### config.mk
export PLATFORM = sky130hd
export DESIGN_NAME = median_ctrl
export DESIGN_NICKNAME = d
export VERILOG_FILES = /design/src/rtl/vp_pkg.sv /design/src/rtl/vp_delay_line.sv /design/src/rtl/median_ctrl.sv
export SDC_FILE = /design/constraint.sdc
export NUM_CORES = 1
export LEC_CHECK = 0
export CORE_UTILIZATION = 53
export DETAILED_ROUTE_END_ITERATION = 16
export PLACE_DENSITY = 0.84
export SLEW_MARGIN = 20
export SYNTH_ARGS = -nofsm -noshare
export SYNTH_HDL_FRONTEND = slang
export SYNTH_HIERARCHICAL = 1
export SYNTH_SLANG_ARGS = --single-unit
### constraint.sdc
create_clock -name clk -period 2.9 [get_ports clk]
set_clock_uncertainty 0.2 [all_clocks]
set_input_delay 0.87 -clock clk [delete_from_list [all_inputs] [get_ports clk]]
set_output_delay 0.87 -clock clk [all_outputs]
set_load 0.01 [all_outputs]
### src/rtl/vp_pkg.sv
// Shared encodings for the VP filter-control blocks: output modes and control-FSM states.
package vp_pkg;

    localparam logic [1:0] MODE_BYPASS = 2'd0;
    localparam logic [1:0] MODE_MEDIAN = 2'd1;
    localparam logic [1:0] MODE_BORDER = 2'd2;
    localparam logic [1:0] MODE_RSVD   = 2'd3;

    typedef enum logic [1:0] {
        ST_IDLE  = 2'd0,
        ST_FRAME = 2'd1,
        ST_LINE  = 2'd2
    } ctrl_state_e;

    // Reserved mode 3 is treated as a plain median pass.
    function automatic logic mode_uses_border(input logic [1:0] mode);
        return (mode == MODE_BORDER);
    endfunction

endpackage

### src/rtl/vp_delay_line.sv
// Free-running WIDTH x DEPTH shift register; dout is din delayed by DEPTH clocks.
// Advances every clock, no enable and no backpressure.
module vp_delay_line #(
    parameter int WIDTH = 8,
    parameter int DEPTH = 3
) (
    input  logic             clk,
    input  logic             rst_n,
    input  logic [WIDTH-1:0] din,
    output logic [WIDTH-1:0] dout
);

    logic [WIDTH-1:0] tap_q [DEPTH];

    always_ff @(posedge clk or negedge rst_n) begin
        if (!rst_n) begin
            for (int i = 0; i < DEPTH; i++) tap_q[i] <= '0;
        end else begin
            tap_q[0] <= din;
            for (int i = 1; i < DEPTH; i++) tap_q[i] <= tap_q[i-1];
        end
    end

    assign dout = tap_q[DEPTH-1];

endmodule

### src/rtl/median_ctrl.sv
// Frame-level bypass/median/border-mask select for the luma median path; 1-clock output latency.
// Mode changes apply only at frame start. Optional MEDIAN_CTRL_STATS_EN builds geometry-error and frame counters.
module median_ctrl
    import vp_pkg::*;
#(
    parameter logic [10:0] IMG_HDISP = 11'd1280,
    parameter logic [9:0]  IMG_VDISP = 10'd720,
    parameter int          FILT_LAT  = 3
) (
    input  logic       clk,
    input  logic       rst_n,
    input  logic [7:0] per_y,
    input  logic       filt_frame_vsync,
    input  logic       filt_frame_href,
    input  logic       filt_frame_clken,
    input  logic [7:0] filt_y,
    input  logic [1:0] cfg_mode,
    input  logic       cfg_wr,
    output logic       cfg_busy,
    output logic [1:0] active_mode,
    output logic       post_frame_vsync,
    output logic       post_frame_href,
    output logic       post_frame_clken,
    output logic [7:0] post_y,
    input  logic       err_clr,
    output logic       line_err,
    output logic       frame_err,
    output logic [7:0] frame_cnt
);

    ctrl_state_e state_q;
    logic        vs_prev_q, hs_prev_q, armed_q;
    logic [1:0]  pend_mode_q, active_mode_q;
    logic        busy_q;
    logic [10:0] col_q, col_d;
    logic [9:0]  row_q, row_d;
    logic        pvs_q, phs_q, pce_q;
    logic [7:0]  post_y_q, post_y_d;
    logic [7:0]  byp_y;

    logic        vs_rise, vs_fall, hs_rise, hs_fall, in_line, live;
    logic [10:0] pix_col;
    logic [9:0]  pix_row;
    logic [1:0]  mode_eff;
    logic        on_border;

    vp_delay_line #(
        .WIDTH (8),
        .DEPTH (FILT_LAT)
    ) u_byp_dly (
        .clk   (clk),
        .rst_n (rst_n),
        .din   (per_y),
        .dout  (byp_y)
    );

    // armed_q demands vsync be seen low after reset, so a frame already in flight is never picked up.
    assign vs_rise = (state_q == ST_IDLE) & armed_q & filt_frame_vsync & ~vs_prev_q;
    assign vs_fall = (state_q != ST_IDLE) & ~filt_frame_vsync;
    assign hs_rise = filt_frame_href & ~hs_prev_q &
                     (vs_rise | ((state_q == ST_FRAME) & filt_frame_vsync));
    assign hs_fall = (state_q == ST_LINE) & ~filt_frame_href;
    assign in_line = hs_rise | ((state_q == ST_LINE) & filt_frame_vsync & filt_frame_href);
    assign live    = vs_rise | ((state_q != ST_IDLE) & filt_frame_vsync);

    assign pix_col  = hs_rise ? 11'd0 : col_q;
    assign pix_row  = vs_rise ? 10'd0 : row_q;
    assign mode_eff = (vs_rise & busy_q) ? pend_mode_q : active_mode_q;

    assign on_border = (pix_row == 10'd0) || (pix_row == IMG_VDISP - 10'd1) ||
                       (pix_col == 11'd0) || (pix_col == IMG_HDISP - 11'd1);

    always_comb begin
        col_d = col_q;
        if (hs_rise) col_d = '0;
        if (in_line && filt_frame_clken && (col_d != '1)) col_d = col_d + 11'd1;
    end

    always_comb begin
        row_d = row_q;
        if (vs_rise) row_d = '0;
        else if (hs_fall && (row_q != '1)) row_d = row_q + 10'd1;
    end

    always_comb begin
        post_y_d = post_y_q;
        if (filt_frame_clken && live) begin
            if (mode_eff == MODE_BYPASS)
                post_y_d = byp_y;
            else if (mode_uses_border(mode_eff) && on_border)
                post_y_d = 8'd0;
            else
                post_y_d = filt_y;
        end
    end

    always_ff @(posedge clk or negedge rst_n) begin
        if (!rst_n) begin
            state_q <= ST_IDLE;
        end else begin
            case (state_q)
                ST_IDLE:  if (vs_rise) state_q <= hs_rise ? ST_LINE : ST_FRAME;
                ST_FRAME: if (vs_fall) state_q <= ST_IDLE;
                          else if (hs_rise) state_q <= ST_LINE;
                ST_LINE:  if (vs_fall) state_q <= ST_IDLE;
                          else if (hs_fall) state_q <= ST_FRAME;
                default:  state_q <= ST_IDLE;
            endcase
        end
    end

    always_ff @(posedge clk or negedge rst_n) begin
        if (!rst_n) begin
            vs_prev_q <= 1'b0;
            hs_prev_q <= 1'b0;
            armed_q   <= 1'b0;
            col_q     <= '0;
            row_q     <= '0;
            pvs_q     <= 1'b0;
            phs_q     <= 1'b0;
            pce_q     <= 1'b0;
            post_y_q  <= '0;
        end else begin
            vs_prev_q <= filt_frame_vsync;
            hs_prev_q <= filt_frame_href;
            if (!filt_frame_vsync) armed_q <= 1'b1;
            col_q     <= col_d;
            row_q     <= row_d;
            pvs_q     <= filt_frame_vsync & live;
            phs_q     <= filt_frame_href  & live;
            pce_q     <= filt_frame_clken & live;
            post_y_q  <= post_y_d;
        end
    end

    // A write in the frame-start clock lands in pend after the old pend has been applied.
    always_ff @(posedge clk or negedge rst_n) begin
        if (!rst_n) begin
            pend_mode_q   <= MODE_BYPASS;
            active_mode_q <= MODE_BYPASS;
            busy_q        <= 1'b0;
        end else begin
            if (vs_rise && busy_q) begin
                active_mode_q <= pend_mode_q;
                busy_q        <= 1'b0;
            end
            if (cfg_wr) begin
                pend_mode_q <= cfg_mode;
                busy_q      <= 1'b1;
            end
        end
    end

    assign cfg_busy         = busy_q;
    assign active_mode      = active_mode_q;
    assign post_frame_vsync = pvs_q;
    assign post_frame_href  = phs_q;
    assign post_frame_clken = pce_q;
    assign post_y           = post_y_q;

`ifdef MEDIAN_CTRL_STATS_EN
    logic        line_err_q, frame_err_q;
    logic [7:0]  frame_cnt_q;
    logic [10:0] col_fin;

    // A pixel strobe in the href-fall clock still belongs to the ending line.
    assign col_fin = (filt_frame_clken && (col_q != '1)) ? col_q + 11'd1 : col_q;

    always_ff @(posedge clk or negedge rst_n) begin
        if (!rst_n) begin
            line_err_q  <= 1'b0;
            frame_err_q <= 1'b0;
            frame_cnt_q <= '0;
        end else begin
            if (hs_fall && (col_fin != IMG_HDISP)) line_err_q <= 1'b1;
            else if (err_clr)                      line_err_q <= 1'b0;
            if (vs_fall && (row_q != IMG_VDISP))   frame_err_q <= 1'b1;
            else if (err_clr)                      frame_err_q <= 1'b0;
            if (vs_fall) frame_cnt_q <= frame_cnt_q + 8'd1;
        end
    end

    assign line_err  = line_err_q;
    assign frame_err = frame_err_q;
    assign frame_cnt = frame_cnt_q;
`else
    logic unused_err_clr;
    assign unused_err_clr = err_clr;
    assign line_err  = 1'b0;
    assign frame_err = 1'b0;
    assign frame_cnt = 8'd0;
`endif

endmodule

==> results.md <==
* Dominant cells by area after synthesis: dfrtp_1, buf_4, o31ai_2, nand2_1, a22oi_1
* CP bufs+invs at 2
* Slew HR at 56.7%
* Area delta synth->final at 24.3%
* Layout cells sized above 1 at 20.2%
* Mux contribution to synthesized area at 2.45%
* Final Hold Fails at 0
* Crit path time final at 2.80 ns
* EDFF count, synth at 0
* Global-route wire length before repair at 9820 um
* Register area share after synthesis at 54.7%
* Commonest register cell after synthesis: dfrtp_1
* Syn Inst Count at 267
* Worst-path maximum fanout at 4
* Crit Path Class: in2reg
* Total negative setup slack at 0 ns
* Antenna viol nets, final at 0
* Mapped Area at 3020 um2
* H-tree level count at 3
* CTS tree: built
* Highest routed layer: met4
* Met1 WL at 2500 um
* Core area at 5510 um2
* Post-synth top area cell: dfrtp_1
* Peak Freq at 357 MHz
* Worst setup SP type: primary input
* Synth unique cells at 53
* Worst setup EP type: register
* Post-synthesis async set-or-reset flop share at 100%
* Largest family of logic cells by synthesized area: simple AND/OR/NAND/NOR gates
* Largest net degree at the start of global routing at 67
* CP max stage delay at 0.53 ns
* Fin crit share at 96.5%
* Root Buffer: clkbuf_8
* Initial antenna violation count at 0
* Pwr per Cell Area at 622 nW/um2
* DRT iter0 DRCs at 133
* Leak Pwr at 1.64 nW
* GRT Residual Overflow at 0
* DR DRC count at 0
* Slowest stage cell, crit path: or4_1
* Post-DP HPWL at 4030 um
* Status: completed
* Adder-cell share of the synthesized area at 1.24%
* Row Count at 27
* Worst path cell trace: dlygate4sd2_1, o2111ai_4, and2_4, ha_1, and3_4, nand2_1, buf_4, or4_1, a41oi_1, nor2_1
* WP data required at 2.93 ns
* Final slew viol count at 0
* Final WL at 5710 um
* Max IR drop VDD at 508 uV
* Cts hold-fix bufs at 0
* WHS at 0.149 ns
* Routed via count at 2151
* Global-route usage over all layers at 21.5%
* Final net count at 349
* Post-CTS Resized at 2
* Crit path DAT at 2.83 ns
* Area share of xor/xnor cells in the synthesized design at 1.74%
* Num CTS Buffers at 9
* Gpl congestion at 0.836
* Clk sinks at 66
* # diodes at 0
* CTS Buffer Depth at 2
* Postcts setup bufs at 0
* Die W at 77.4 um
* Ys Warns at 6
* Worst-path clk slew at 0.07 ns
* Via-to-Cell Ratio at 5.40
* Clk_lat worst skew at 0.34 ns
* Most common cell in the netlist: dfrtp_1
* Commonest cells post-synth: dfrtp_1, buf_4, nand2_1
* Synth Area in Compound Gates at 15.1%
* Vias in the first global route at 2162
* HP Class: reg2reg
* Finish-stage setup viols at 0
* Io pins at 49
* RSZ-0062 raised after global routing: no
* Max-cap violations at 0
* Die area at 6000 um2
* Met3 Routed Length at 177 um
* Post-synthesis area per instance at 11.3 um2
* Simple-Gate Fraction of Synth Area at 15.9%
* Slew @ Worst Pin at 0.644 ns
* Crit path max-delay family: simple AND/OR/NAND/NOR gates
* TritonRoute pass-1 iters at 4
* DR WL met2 at 2980 um
* Top cell type's share of synthesized area at 54.7%
* Starting Density at 54.8%
* Drt wl/cell at 14.3 um
* Die height at 77.4 um
* IO buf count at 37
* Synth Register Bits at 66
[worst reg2reg max path: stages, from the launching register on]
cell and delay, ns:
dfrtp_1 0.40, and2b_1 0.20, o2111ai_4 0.25, and2_4 0.19, ha_1 0.15, and3_4 0.19, nand2_1 0.07, buf_4 0.14
or4_1 0.54, a41oi_1 0.21, nor2_1 0.06
[layout make-up]
| cell class | instances | area [um2] |
|---|---|---|
| fillers | 392 | 1760 |
| flip-flops and latches | 66 | 1650 |
| multi-input cells | 165 | 1160 |
| repair buffers | 64 | 591 |
| clock buffers | 9 | 124 |
| well taps | 72 | 90.1 |
| clock inverters | 7 | 80.1 |
| inverters | 15 | 56.3 |
[metrics by stage]
step	setup slack (ns)	std cells	power (W)	utilization, %	instance area, um2
finish	0.102	398	0.00233	68.1	3750
global route	0.0302	398	0.00245	68.1	3750
CTS	0.129	398	0.00236	68.1	3750
detailed placement	-0.489	382	0.00159	64.4	3550
global placement	-0.457	382	0.00157	64.4	3550
floorplan	0.00410	276	0.00137	-	3090
[per-layer routing]
metal	vias to the layer above	global-route usage, %
met3	6	8.00
met1	1063	24.1
met2	41	37.3
met5	-	0
li1	1041	-
met4	0	7.74
[sequential cells by signal, summed over array words and instances, names as in the netlist]
name,count
u_byp_dly/tap_q,16
col_q,11
row_q,10
post_y,8
u_byp_dly/dout,8
active_mode,2
pend_mode_q,2
state_q,2
armed_q,1
cfg_busy,1
hs_prev_q,1
post_frame_clken,1
post_frame_href,1
post_frame_vsync,1
vs_prev_q,1
[cells by family (layout without fill, tap and decap cells)]
family | count (synthesis) | count (layout)
XOR/XNOR | 6 | 6
multiplexers | 7 | 7
other | 1 | 10
AO/OA/AOI/OAI | 54 | 54
buffers and inverters | 45 | 95
adder cells (fa/ha/maj) | 3 | 3
flip-flops | 66 | 66
AND/OR/NAND/NOR | 85 | 85
[where the power goes]
group	internal (W)	leakage (nW)	total, W	switching (W)
Clock	0.000402	0.0956	0.000766	0.000364
Sequential	0.00101	0.829	0.00107	0.0000602
Combinational	0.000265	0.718	0.000494	0.000229
[cell usage in the layout (no fill, tap or decap), types with 3 or more instances in the layout]
master | netlist | layout
xnor2_1 | 4 | 4
clkbuf_8 | 0 | 9
nor3_1 | 5 | 5
mux2_2 | 3 | 3
o31ai_1 | 6 | 6
nor2_1 | 12 | 12
conb_1 | 1 | 10
o31ai_2 | 8 | 8
ha_1 | 3 | 3
dfrtp_1 | 66 | 66
or3_1 | 4 | 4
and2_1 | 4 | 3
inv_1 | 15 | 15
nand2_1 | 18 | 17
mux2i_1 | 4 | 4
clkinv_4 | 0 | 4
buf_4 | 19 | 25
a22oi_1 | 8 | 8
nand3_1 | 11 | 11
or4_1 | 6 | 6
o21ai_0 | 4 | 4
nand4_1 | 3 | 3
a21oi_1 | 8 | 8
clkdlybuf4s50_1 | 0 | 34
nor4_1 | 6 | 6
[path summary, 6_finish.rpt]
path	start	slack, ns	depth (start not counted)	endpoint
setup / recovery	filt_frame_vsync	0.10	10	col_q[10]
hold / removal	u_byp_dly/tap_q[23]	0.15	0	u_byp_dly/tap_q[15]
setup reg to reg	armed_q	0.19	10	col_q[10]
hold reg to reg	u_byp_dly/tap_q[23]	0.15	0	u_byp_dly/tap_q[15]
max in group asynchronous	rst_n	1.90	2	col_q[3]
min in group asynchronous	rst_n	0.33	2	post_y[7]
Note: power is estimated with default switching activity, not from simulation.
